### src/rtl/alu_muldiv_sequencer.sv
// Multi-cycle sequencer for unsigned shift-add multiply and restoring divide.
// Holds the pipeline via stall while running; result is returned with a one-cycle done pulse.
module alu_muldiv_sequencer #(
    parameter int unsigned n = 32,
    parameter int unsigned l = 4
) (
    input  logic         clk,
    input  logic         rst,
    input  logic         start,
    input  logic [l-1:0] ALU_Control,
    input  logic [n-1:0] a,
    input  logic [n-1:0] b,
    output logic         busy,
    output logic         stall,
    output logic         done,
    output logic [n-1:0] result,
    output logic         div_by_zero
);

    localparam int unsigned cw = $clog2(n + 1);
    localparam logic [l-1:0] op_mul = l'(5);
    localparam logic [l-1:0] op_div = l'(6);

    typedef enum logic [1:0] {
        StIdle = 2'b00,
        StRun  = 2'b01,
        StDone = 2'b10
    } state_e;

    state_e state_q, state_d;

    logic          op_div_q;
    logic [n-1:0]  x_q;    // multiplicand, or dividend shifting into quotient
    logic [n-1:0]  y_q;    // multiplier, or divisor
    logic [n-1:0]  acc_q;  // product accumulator, or partial remainder
    logic [cw-1:0] cnt_q;

    logic is_mul, is_div, accept, div_zero;

    assign is_mul   = (ALU_Control == op_mul);
    assign is_div   = (ALU_Control == op_div);
    assign accept   = (state_q == StIdle) && start && (is_mul || is_div);
    assign div_zero = accept && is_div && (b == '0);

    logic [n-1:0] mul_acc;
    logic [n:0]   rem_shift;
    logic [n-1:0] rem_diff, rem_next, quo_next;
    logic         rem_ge;

    always_comb begin
        mul_acc   = y_q[0] ? (acc_q + x_q) : acc_q;
        rem_shift = {acc_q, x_q[n-1]};
        rem_ge    = (rem_shift >= {1'b0, y_q});
        // Remainder is always below the divisor, so the subtraction fits in n bits.
        rem_diff  = rem_shift[n-1:0] - y_q;
        rem_next  = rem_ge ? rem_diff : rem_shift[n-1:0];
        quo_next  = {x_q[n-2:0], rem_ge};
    end

    always_ff @(posedge clk or posedge rst) begin
        if (rst) begin
            state_q <= StIdle;
        end else begin
            state_q <= state_d;
        end
    end

    always_comb begin
        state_d = StIdle;
        case (state_q)
            StIdle: begin
                if (accept) begin
                    state_d = div_zero ? StDone : StRun;
                end
            end
            StRun:   state_d = (cnt_q == cw'(1)) ? StDone : StRun;
            StDone:  state_d = StIdle;
            default: state_d = StIdle;
        endcase
    end

    always_comb begin
        busy  = 1'b0;
        done  = 1'b0;
        stall = 1'b0;
        case (state_q)
            StIdle: stall = start && (is_mul || is_div);
            StRun: begin
                busy  = 1'b1;
                stall = 1'b1;
            end
            StDone: begin
                busy = 1'b1;
                done = 1'b1;
            end
            default: ;
        endcase
    end

    always_ff @(posedge clk or posedge rst) begin
        if (rst) begin
            op_div_q    <= 1'b0;
            x_q         <= '0;
            y_q         <= '0;
            acc_q       <= '0;
            cnt_q       <= '0;
            result      <= '0;
            div_by_zero <= 1'b0;
        end else if (accept) begin
            op_div_q    <= is_div;
            x_q         <= a;
            y_q         <= b;
            acc_q       <= '0;
            cnt_q       <= div_zero ? '0 : cw'(n);
            div_by_zero <= div_zero;
            if (div_zero) begin
                result <= '1;
            end
        end else if (state_q == StRun) begin
            cnt_q <= cnt_q - cw'(1);
            if (op_div_q) begin
                acc_q <= rem_next;
                x_q   <= quo_next;
            end else begin
                acc_q <= mul_acc;
                x_q   <= x_q << 1;
                y_q   <= y_q >> 1;
            end
            if (cnt_q == cw'(1)) begin
                result <= op_div_q ? quo_next : mul_acc;
            end
        end
    end

endmodule

### config.mk
export PLATFORM = sky130hd
export DESIGN_NAME = alu_muldiv_sequencer
export DESIGN_NICKNAME = d
export VERILOG_FILES = /design/src/rtl/alu_muldiv_sequencer.sv
export SDC_FILE = /design/constraint.sdc
export NUM_CORES = 1
export LEC_CHECK = 0
export ABC_AREA = 1
export BUFFER_PORTS_ARGS = -buffer_cell sky130_fd_sc_hd__clkbuf_2
export CORE_MARGIN = 2
export CORE_UTILIZATION = 52
export CTS_BUF_LIST = sky130_fd_sc_hd__clkbuf_8
export CTS_CLUSTER_SIZE = 30
export DETAILED_ROUTE_END_ITERATION = 7
export PLACE_DENSITY = 0.69
export SLEW_MARGIN = 20
export SYNTH_ARGS = -nofsm -noshare
export SYNTH_HDL_FRONTEND = slang
export SYNTH_SLANG_ARGS = --single-unit
### constraint.sdc
create_clock -name clk -period 8 [get_ports clk]
set_clock_uncertainty 0.2 [all_clocks]
set_input_delay 2.4 -clock clk [delete_from_list [all_inputs] [get_ports clk]]
set_output_delay 2.4 -clock clk [all_outputs]
set_load 0.05 [all_outputs]
; ---- Yosys cells after proc, flatten, opt, wreduce, memory -nomap -nowiden
; Cells that the tools add are included.
[op_classes]
n_eq_ne = 7
addsub = 3
n_reduce_logical = 13
n_lt_le_gt_ge = 1
muxes = 26
[op_table]
columns = cell, count
row1 = $mux W32, 15
row2 = $ge A33 B32 Y1, 1
row3 = $add A32 B32 Y32, 1
row4 = $logic_not A32 Y1, 1
row5 = $sub A32 B32 Y32, 1
row6 = $mux W6, 3
row7 = $eq A4 B3 Y1 const B, 2
row8 = $eq A6 B1 Y1 const B, 1
row9 = $mux W2, 3
row10 = $sub A6 B1 Y6 const B, 1
row11 = $logic_and A1 B1 Y1, 5
row12 = $ne A2 B1 Y1 const B, 2
row13 = $pmux W2 S2, 1
row14 = $reduce_bool A2 Y1, 2
row15 = $mux W1, 3
row16 = $reduce_and A3 Y1, 1
row17 = $eq A2 B1 Y1 const B, 1
row18 = $eq A2 B2 Y1 const B, 1
row19 = $logic_not A2 Y1, 1
row20 = $pmux W1 S2, 1
row21 = $reduce_and A2 Y1, 1
row22 = $reduce_or A2 Y1, 1
row23 = $logic_or A1 B1 Y1, 1
[totals]
word_cells = 58
reg_bits = 138

; ---- Depth between registers and ports, before layout
[depth]
depth_word = 8
depth_mapped = 19
mapped_depth_nobuf = 18

; ---- Least setup slack after synthesis
; No wires, ideal clock.
[synth_path]
path_type = input to output
start = input port ALU_Control[2]
end = output port stall
t_arrival_ns = 3.677
slack_ns = 1.723
n_path_buf = 1
stages = 7
required_ns = 5.400
path_cell_list = inv_1 -> nor3_2 -> nand2_2 -> inv_2 -> nor2_2 -> inv_2 -> clkbuf_1
[synth_via]
elab_chain_cells = 4
elab_cells_between_ends = 5
cone_classes = 2 x eq/ne / 1 x mux / 2 x reduce/logical
[synth_lines]
columns = item, line_no
row1 = start: declaration, 10  ; input logic [l-1:0] ALU_Control,
row2 = "$eq A4 B3 Y1, on equally long branches", "40, 41"
row3 = $logic_or A1 B1 Y1 (*), 87  ; StIdle: stall = start && (is_mul || is_div);
row4 = $logic_and A1 B1 Y1 (*), 87
row5 = $pmux W1 S2 (*), 86  ; case (state_q)
row6 = end: declaration, 14  ; output logic stall,
; Every way passes the cells marked *; elsewhere a longest branch is shown, timed or not.

; ---- Final worst setup path
; Ends and elaborated chain as after synthesis.

==> run_results.csv <==
group,metric,value,unit
global_routing,grt_max_degree,75,
cells_and_area,antenna_cells,0,
synthesis,synthesis.nets,1966,
sta,post-route-min-period,6.26,ns
worst_setup_path,critPathRequiredTime,5.40,ns
detailed_routing,dr.pass1.iters,5,
synthesis,syn_area,11700,µm²
worst_setup_path,worstRegToRegCells,14,
clock_network,clk_pin_slew_worst_paths,0.09,ns
sta,timing.slew.headroom,26.0,%
clock_network,cts_buffers,17,
min_path,min-delay-start,"result[26]",
worst_setup_path,cp-start-kind,"input pin",
detailed_routing,drtIter0Drc,1000,
synthesis,ys_seq_area_share,29.6,%
synthesis,synth_cells,1825,
clock_network,cts-htree-levels,4,
sta,tns,0,ns
global_routing,grt_pass1_vias,10956,
synthesis,yosys.cell_types.count,43,
status,outcome,"complete, no violations",
worst_setup_path,crit_start,"ALU_Control[2]",
clock_network,clk_latency,0.48,ns
floorplan,die_w,154,µm
placement,gp_congestion,0.966,
worst_setup_path,cp-end-kind,"primary output",
global_routing,antenna_found_initial,0,
min_path,min_path_type,"reg2reg",
floorplan,dieArea,23600,µm²
worst_setup_path,r2r_start,"state_q[0]",
cells_and_area,layout.nets,2042,
sta,tightestPinTransition,1.11,ns
sta,rsz0062_at_grt,"false",
clock_network,cts_resized,0,
floorplan,coreArea,21900,µm²
run,max_cap_viol_count,0,
sta,hold_viol,0,
placement,port-buffer-count,106,
floorplan,io_pins,107,
sta,slew_violations,0,
worst_setup_path,reg2reg_setup_slack,4.19,ns
cells_and_area,area_growth,9.28,%
clock_network,cts_root_buf,"clkbuf_8",
detailed_routing,drc_errors,0,
global_routing,grt_pass1_wl,56.1,mm
synthesis,ys_warn_count,0,
sta,max_freq,160,MHz
placement,hpwl,26.1,mm
clock_network,clock_path_buffers,2,
synthesis,ys_seq_elements,138,
clock_network,cts_hold_buf,0,
global_routing,grt_usage,29.6,%
sta,finalSetupViolCount,0,
synthesis,avgSynthCellArea,6.38,µm²
floorplan,rows,54,
synthesis,yosysTopAreaCell,"dfrtp_1",
detailed_routing,num_vias,11897,
synthesis,synth_area_leaders,"dfrtp_1 30%, nand2_1 21%, inv_1 7.9%",
clock_network,cts.sinks,138,
detailed_routing,vias_per_cell,5.42,
detailed_routing,wl_per_cell,15.9,µm
floorplan,initial_utilization,53.2,%
synthesis,synth_top_area_share,29.6,%
clock_network,post_cts_buffers,0,
sta,fin_crit_sh,78.3,%
worst_setup_path,critPathKind,"in2out",
worst_setup_path,reg2reg_to,"result[20]",
global_routing,grt_overflow,0,
detailed_routing,routed_wl,34.8,mm
worst_setup_path,crit_fanout,25,
worst_setup_path,crit_end,"stall",
cells_and_area,layout-drive-gt1-share,10.9,%
worst_setup_path,arrival,3.66,ns
floorplan,die_h,154,µm
clock_network,cts_tree,"yes",
detailed_routing,ant_nets,0,
cells in the final DEF, fill, tap and decap left out, drive strengths merged:
cell type / n
bufinv: 1
a31oi: 2
clkinvlp: 4
o21a: 1
clkbuf: 123
o22ai: 1
nor3b: 1
clkinv: 4
o21ai: 86
nand3: 122
ha: 68
buf: 9
o211ai: 38
inv: 260
dfrtp: 138
or2: 7
nor3: 11
nand3b: 11
xor2: 22
nand2: 662
and2: 3
fa: 2
o221ai: 19
o21bai: 9
nor2: 148
a21o: 1
nor4: 6
a21oi: 138
xnor2: 8
nand4: 9
layer usage:
layer	track usage (%)	up-vias	wire length [µm]
met1	44.6	5402	16600
met5	0	-	0
met2	44.2	439	14700
met3	3.75	49	2650
met4	9.48	0	813
li1	-	6007	-
sequential cells by signal, indices dropped and copies added (netlist names):
register and count:
acc_q 32, result 32, x_q 32, y_q 32, cnt_q 6, state_q 2
div_by_zero 1, op_div_q 1
worst max-delay path, cell delays in order:
cell	delay, ns
clkbuf_2	0.07
inv_1	0.03
nor3_2	0.19
nand2_2	0.08
inv_2	0.07
nor2_2	0.04
inv_2	0.38
clkbuf_2	0.37
final cells by class:
class / count / area, µm²
timing repair buffer: 115 / 611
inverter: 254 / 958
fill: 2143 / 9160
clock inverter: 15 / 141
multi-input combinational: 1375 / 6980
clock buffer: 17 / 234
tap: 280 / 350
sequential: 138 / 3450
cell usage after synthesis, drive strengths merged:
cell type	count
a21o	1
xor2	22
clkinv	1
a21oi	138
nand2	662
and2	3
nand4	9
or2	7
buf	23
dfrtp	138
fa	2
o21ai	86
o211ai	38
o21bai	9
ha	68
nor4	6
nor3	11
nor3b	1
xnor2	8
nand3b	11
o21a	1
o22ai	1
clkbuf	35
inv	253
nand3	122
o221ai	19
a31oi	2
nor2	148
stage by stage:
step	cell area [µm²]	worst slack (ns)	instances	util, %	hold WS (ns)
after floorplan	11700	1.70	1825	-	0.290
after global placement	12300	1.75	2161	56.4	0.265
after detailed placement	12400	1.75	2162	56.4	0.264
after CTS	12700	1.75	2194	58.2	0.290
after global routing	12700	1.65	2194	58.2	0.317
final	12700	1.74	2194	58.2	0.287
kinds of logic (layout without fill, tap and decap cells):
logic type | Yosys count | count (layout) | share of synthesized area, %
xor+xnor | 30 | 30 | 2.26
simple gates | 980 | 980 | 35.6
buf+inv | 312 | 401 | 10.5
flops | 138 | 138 | 29.6
fa+ha+maj | 70 | 70 | 7.65
compound gates | 295 | 295 | 14.4
worst min-delay path by stage:
| stage | endpoint | slack, ns | depth (start not counted) |
|---|---|---|---|
| after global routing | result[24] | 0.32 | 2 |
| after floorplan | cnt_q[0] | 0.29 | 1 |
| after global placement | result[30] | 0.26 | 2 |
| after detailed placement | result[21] | 0.26 | 2 |
| after CTS | result[29] | 0.29 | 2 |
| final | result[26] | 0.29 | 2 |
Power is left out: the tool's default activity adds up to more than one toggle a clock period on the data nets, which glitch-free logic cannot reach.
